File: src/rtl/fifo_arb_pkg.sv
// fifo_arb_pkg: shared types and helpers for the FIFO write-port arbiter.
//   arb_state_e   : arbiter FSM states (IDLE, LOCKED)
//   CNT_WIDTH_DEF : default statistics counter width
//   rr_next()     : round-robin pointer increment with wrap at n
package fifo_arb_pkg;

  typedef enum logic {
    IDLE   = 1'b0,
    LOCKED = 1'b1
  } arb_state_e;

  localparam int CNT_WIDTH_DEF = 16;

  function automatic int rr_next(input int ptr, input int n);
    return (ptr >= n - 1) ? 0 : ptr + 1;
  endfunction

endpackage

File: src/rtl/fifo_rr_picker.sv
// fifo_rr_picker: combinational round-robin selector.
//   req     in  NUM_REQ  request vector
//   rr_ptr  in  IDW      last winner; search starts at rr_ptr+1
//   win_id  out IDW      first requester found with req set
//   any_vld out 1        at least one req bit is set
module fifo_rr_picker
  import fifo_arb_pkg::*;
#(
  parameter int NUM_REQ = 4,
  parameter int IDW     = $clog2(NUM_REQ)
) (
  input  logic [NUM_REQ-1:0] req,
  input  logic [IDW-1:0]     rr_ptr,
  output logic [IDW-1:0]     win_id,
  output logic               any_vld
);

  always_comb begin
    logic [IDW-1:0] idx;
    win_id  = '0;
    any_vld = 1'b0;
    idx     = IDW'(rr_next(int'(rr_ptr), NUM_REQ));
    // First hit in the rotated order wins; later hits are masked by any_vld.
    for (int k = 0; k < NUM_REQ; k++) begin
      if (req[idx] && !any_vld) begin
        any_vld = 1'b1;
        win_id  = idx;
      end
      idx = IDW'(rr_next(int'(idx), NUM_REQ));
    end
  end

endmodule

File: src/rtl/fifo_wr_arbiter.sv
// fifo_wr_arbiter: round-robin, packet-locked arbiter for an async FIFO
// write port (wr_clk domain). A granted producer owns the port until its
// last beat is accepted; writes are suppressed whenever fifo_full is high.
//   wr_clk, wr_rst         clock, synchronous active-high reset
//   req_valid/data/last    per-requester beat stream (data slice i = req i)
//   req_ready              per-requester accept
//   fifo_full              FIFO full flag
//   fifo_wr_en/wr_data     FIFO write port (combinational from state)
//   grant_id, busy         current owner / packet in progress
// Optional build macro FIFO_WR_ARB_STATS_EN adds stats_clr, beat_cnt,
// stall_cnt and the CNT_WIDTH parameter (saturating counters).
module fifo_wr_arbiter
  import fifo_arb_pkg::*;
#(
  parameter int NUM_REQ    = 4,
  parameter int DATA_WIDTH = 8,
  parameter int IDW        = $clog2(NUM_REQ)
`ifdef FIFO_WR_ARB_STATS_EN
  ,
  parameter int CNT_WIDTH  = CNT_WIDTH_DEF
`endif
) (
  input  logic                          wr_clk,
  input  logic                          wr_rst,
  input  logic [NUM_REQ-1:0]            req_valid,
  input  logic [NUM_REQ*DATA_WIDTH-1:0] req_data,
  input  logic [NUM_REQ-1:0]            req_last,
  output logic [NUM_REQ-1:0]            req_ready,
  input  logic                          fifo_full,
  output logic                          fifo_wr_en,
  output logic [DATA_WIDTH-1:0]         fifo_wr_data,
  output logic [IDW-1:0]                grant_id,
  output logic                          busy
`ifdef FIFO_WR_ARB_STATS_EN
  ,
  input  logic                          stats_clr,
  output logic [NUM_REQ*CNT_WIDTH-1:0]  beat_cnt,
  output logic [CNT_WIDTH-1:0]          stall_cnt
`endif
);

  arb_state_e     state, state_nxt;
  logic [IDW-1:0] rr_ptr, win_id;
  logic           any_vld, own_vld, own_last, accept;

  fifo_rr_picker #(.NUM_REQ(NUM_REQ), .IDW(IDW)) u_picker (
    .req     (req_valid),
    .rr_ptr  (rr_ptr),
    .win_id  (win_id),
    .any_vld (any_vld)
  );

  assign busy       = (state == LOCKED);
  assign own_vld    = req_valid[grant_id];
  assign own_last   = req_last[grant_id];
  assign accept     = busy & own_vld & ~fifo_full;
  assign fifo_wr_en = accept;

  always_comb begin
    req_ready    = '0;
    fifo_wr_data = '0;
    if (busy) begin
      req_ready[grant_id] = ~fifo_full;
      fifo_wr_data        = req_data[int'(grant_id)*DATA_WIDTH +: DATA_WIDTH];
    end
  end

  always_comb begin
    state_nxt = state;
    case (state)
      IDLE:    if (any_vld) state_nxt = LOCKED;
      LOCKED:  if (accept && own_last) state_nxt = IDLE;
      default: state_nxt = IDLE;
    endcase
  end

  always_ff @(posedge wr_clk) begin
    if (wr_rst) begin
      state    <= IDLE;
      grant_id <= '0;
      rr_ptr   <= IDW'(NUM_REQ - 1);
    end else begin
      state <= state_nxt;
      if (state == IDLE && any_vld) grant_id <= win_id;
      if (accept && own_last)       rr_ptr   <= grant_id;
    end
  end

`ifdef FIFO_WR_ARB_STATS_EN
  localparam logic [CNT_WIDTH-1:0] CNT_MAX = '1;

  for (genvar i = 0; i < NUM_REQ; i++) begin : g_beat
    logic [CNT_WIDTH-1:0] cnt;
    always_ff @(posedge wr_clk) begin
      if (wr_rst || stats_clr)
        cnt <= '0;
      else if (accept && grant_id == IDW'(i) && cnt != CNT_MAX)
        cnt <= cnt + 1'b1;
    end
    assign beat_cnt[i*CNT_WIDTH +: CNT_WIDTH] = cnt;
  end

  // Counts only cycles where the owner actually has a beat blocked by full.
  always_ff @(posedge wr_clk) begin
    if (wr_rst || stats_clr)
      stall_cnt <= '0;
    else if (busy && own_vld && fifo_full && stall_cnt != CNT_MAX)
      stall_cnt <= stall_cnt + 1'b1;
  end
`endif

endmodule

File: config.mk
export PLATFORM = sky130hd
export DESIGN_NAME = fifo_wr_arbiter
export DESIGN_NICKNAME = d
export VERILOG_FILES = /design/src/rtl/fifo_arb_pkg.sv /design/src/rtl/fifo_rr_picker.sv /design/src/rtl/fifo_wr_arbiter.sv
export SDC_FILE = /design/constraint.sdc
export NUM_CORES = 1
export LEC_CHECK = 0
export CORE_MARGIN = 3
export CORE_UTILIZATION = 32
export DETAILED_ROUTE_END_ITERATION = 8
export HOLD_SLACK_MARGIN = 0.05
export PLACE_DENSITY = 0.77
export SLEW_MARGIN = 30
export SYNTH_ARGS = -nofsm -noshare
export SYNTH_HDL_FRONTEND = slang
export SYNTH_SLANG_ARGS = --single-unit
File: constraint.sdc
create_clock -name wr_clk -period 2.2 [get_ports wr_clk]
set_input_delay 0.33 -clock wr_clk [delete_from_list [all_inputs] [get_ports wr_clk]]
set_output_delay 0.33 -clock wr_clk [all_outputs]
set_load 0.01 [all_outputs]
==> summary.md <==
| Metric | Value |
|---|---|
| Outcome | finished clean |
| CTS H-Tree Depth | 1 |
| RePlAce Congestion | ~0.85 |
| Share of the synthesized area in the top cell type | 0.255 |
| CTS root buffer | clkbuf_4 |
| Least-Margin Pin Slew | 0.321 ns |
| DR vias | 943 |
| Seq cells post-synth | 5 |
| Leading cell type in the layout, fill and taps excluded | clkdlybuf4s50_1 |
| CORE AREA | just over 2000 sq um |
| Slew headroom | 0.780 |
| EDFF count, synth | 0 |
| Chip width | 53 um |
| Post-Syn Nets | between 100 and 150 |
| Setup Skew | 0.00123 ns |
| Setup TNS | 0 ns |
| Area delta synth->final | 100% |
| Final period util | 0.975 |
| Aggregate global routing overflow | 0 |
| CP Cell Sequence | clkdlybuf4s50_1, or3b_4, nor2_1, clkdlybuf4s50_1 |
| Worst path most repeated cell | clkdlybuf4s50_1 |
| Critical Path RT | 1.87 ns |
| Most frequent cells in the layout | clkdlybuf4s50_1 (49), nor2_1 (9), buf_4 (9) |
| Max frequency | approximately 470 MHz |
| Primary FF master, synth | dfxtp_1 |
| Critical path endpoint category | output port |
| Worst path max stage delay | 0.55 ns |
| Fin. Hold Viols | 0 |
| Share of layout cells above drive strength 1 | 0.188 |
| Min-Delay Path Class | reg2reg |
| PwrDens | roughly 360 nW/um^2 |
| CP Class | in2out |
| Largest net degree at the start of global routing | 15 |
| Synth warn | 0 |
| Grt met2 use | 0.326 |
| Startpoint types | primary input |
| RSZ-0062 raised after global routing | no |
| Peak VDD IR | 0.345 mV |
| DRC | 0 |
| Crit path DAT | 1.81 ns |
| DPL Wire Length | 2110 um |
| Nets | 194 |
| Yosys top cell by area | mux4_2 |
| Most Used Layer, Global Route | met2 |
| Synth Instances | 80 |
| Post-Syn Area | 707 sq um |
| Register area share after synthesis | 0.142 |
| Initial Utilization | 0.350 |
| Clock-pin slew of the registers on the worst-case setup and hold paths | roughly 0.050 ns |
| Fin. max-slew vios | 0 |
| Drt pass-1 iters | 4 |
| Final min period | about 2.1 ns |
| WL per Instance | 15.4 um |
| PnR worst setup slack | around 0.056 ns |
| Pleak | 0.577 nW |
| Met3 Track Usage GR | 0.0423 |
| Area of placed instances | 1360 sq um |
| Die area | 2810 sq um |
| Ranking of synthesized cells by area | mux4_2 (25%), dfxtp_1 (14%), and2_1 (7.1%), nor2_1 (4.8%), mux2i_1 (4.2%) |
| DRT Wirelength | 2700 um |
| Syn Area/Cell | between 8 and 9 sq um |
| DRT iter0 DRCs | 21 |
| Sink Count | 5 |
| Final instance count without filler cells | 176 |
| First-pass GRT wire length | a little over 4000 um |
| Initial antenna violation count | 0 |
| Final Instance Area | 1410 sq um |
| Max FO, Critical Path | 4 |
| Antenna viol nets, final | 0 |
| Endpoints failing setup | 0 |
| Dpl ws | -0.0487 ns |
| Dpl cells | 169 |
| Io pins | 59 |
| Vias/cell | ~5.4 |
| CP top delay family | buffers and inverters |
| Chip height | 53 um |
| Skew-Pair Late Insertion Delay | 0.25 ns |
| Port bufs | 58 |
| CTS tree | yes |
| Total Routing Usage GR | 0.194 |
| Vias in the first global route | between 900 and 1,000 |
| CTS buffer count | 3 |
| Max-cap violations | 0 |
| Synth async-reset ratio | 0 |
| Worst path bufs/invs | 2 |
| Number of diodes | 0 |
| Deepest clock path buffer count | 2 |
| Grt met1 use | 0.235 |
| Critical path's slowest cell | clkdlybuf4s50_1 |
| Rows | 16 |
| Distinct cell type count after synthesis | 33 |
[metrics by stage]
stage | power, W | hold WS, ns | util
3_5_place_dp | 0.000392 | 0.536 | 0.674
2_1_floorplan | 0.000238 | 0.399 | -
3_3_place_gp | 0.000387 | 0.520 | 0.674
5_1_grt | 0.000539 | 0.575 | 0.699
6_report | 0.000508 | 0.543 | 0.699
4_1_cts | 0.000514 | 0.548 | 0.698
[sequential cells by signal, indices dropped and copies added (netlist names)]
register	count
rr_ptr	2
grant_id	2
busy	1
[routing by layer]
| layer | up-vias | routed length, um |
|---|---|---|
| met5 | - | 0 |
| met4 | 0 | 36 |
| met3 | 6 | 314 |
| li1 | 445 | - |
| met1 | 431 | 1120 |
| met2 | 61 | 1240 |
[synth_stat cells, types with 2 or more instances]
library cell  number
inv_1              5
dfxtp_1            5
and2_1             8
nor2b_1            2
nand2b_1           2
nand2_1            5
and3_1             2
a311oi_1           2
mux2i_1            3
nor2_1             9
mux4_2             8
buf_2              3
a21oi_1            5
a211o_1            2
[worst paths after layout]
check,start,end,slack [ns],depth (start not counted)
max reg2reg,grant_id[0]$_SDFFE_PP0P_,rr_ptr[0]$_SDFFE_PP1P_,0.48,7
max,fifo_full,req_ready[1],0.06,4
min,rr_ptr[1]$_SDFFE_PP1P_,rr_ptr[1]$_SDFFE_PP1P_,0.54,2
min reg2reg,rr_ptr[1]$_SDFFE_PP1P_,rr_ptr[1]$_SDFFE_PP1P_,0.54,2
[worst min-delay path, stage by stage (launching register included)]
cell	delay [ns]
dfxtp_1	0.31
nor2_1	0.11
a21oi_1	0.07
[power by group]
part	total [W]	switching [W]	internal (W)
clock network	0.000117	0.0000475	0.0000692
registers	0.000111	0.0000124	0.0000987
logic	0.000281	0.000101	0.000179
[area by class of cell]
cell class / instances / area [sq um]
Tap cell: 27 / 33.8
Fill cell: 167 / 608
Sequential cell: 5 / 103
Inverter: 6 / 22.5
Timing Repair Buffer: 69 / 663
Multi-Input combinational cell: 65 / 566
Clock buffer: 4 / 26.3
[cell families (layout without fill, tap and decap cells)]
logic type | Yosys count | in the layout | synth area share
AND/OR/NAND/NOR | 33 | 33 | 0.255
adder cells (fa/ha/maj) | 1 | 1 | 0.0177
buffers and inverters | 10 | 79 | 0.0584
flip-flops | 5 | 5 | 0.142
multiplexers | 11 | 11 | 0.297
AO/OA/AOI/OAI | 20 | 20 | 0.230
[timing repair]
item	CTS	global route
endpoints found under the setup margin	13	1
hold buffers	0	0
gates resized for setup	12	1
buffers inserted	3	0
pin swaps	0	0
(Power assumes the default switching activity.)
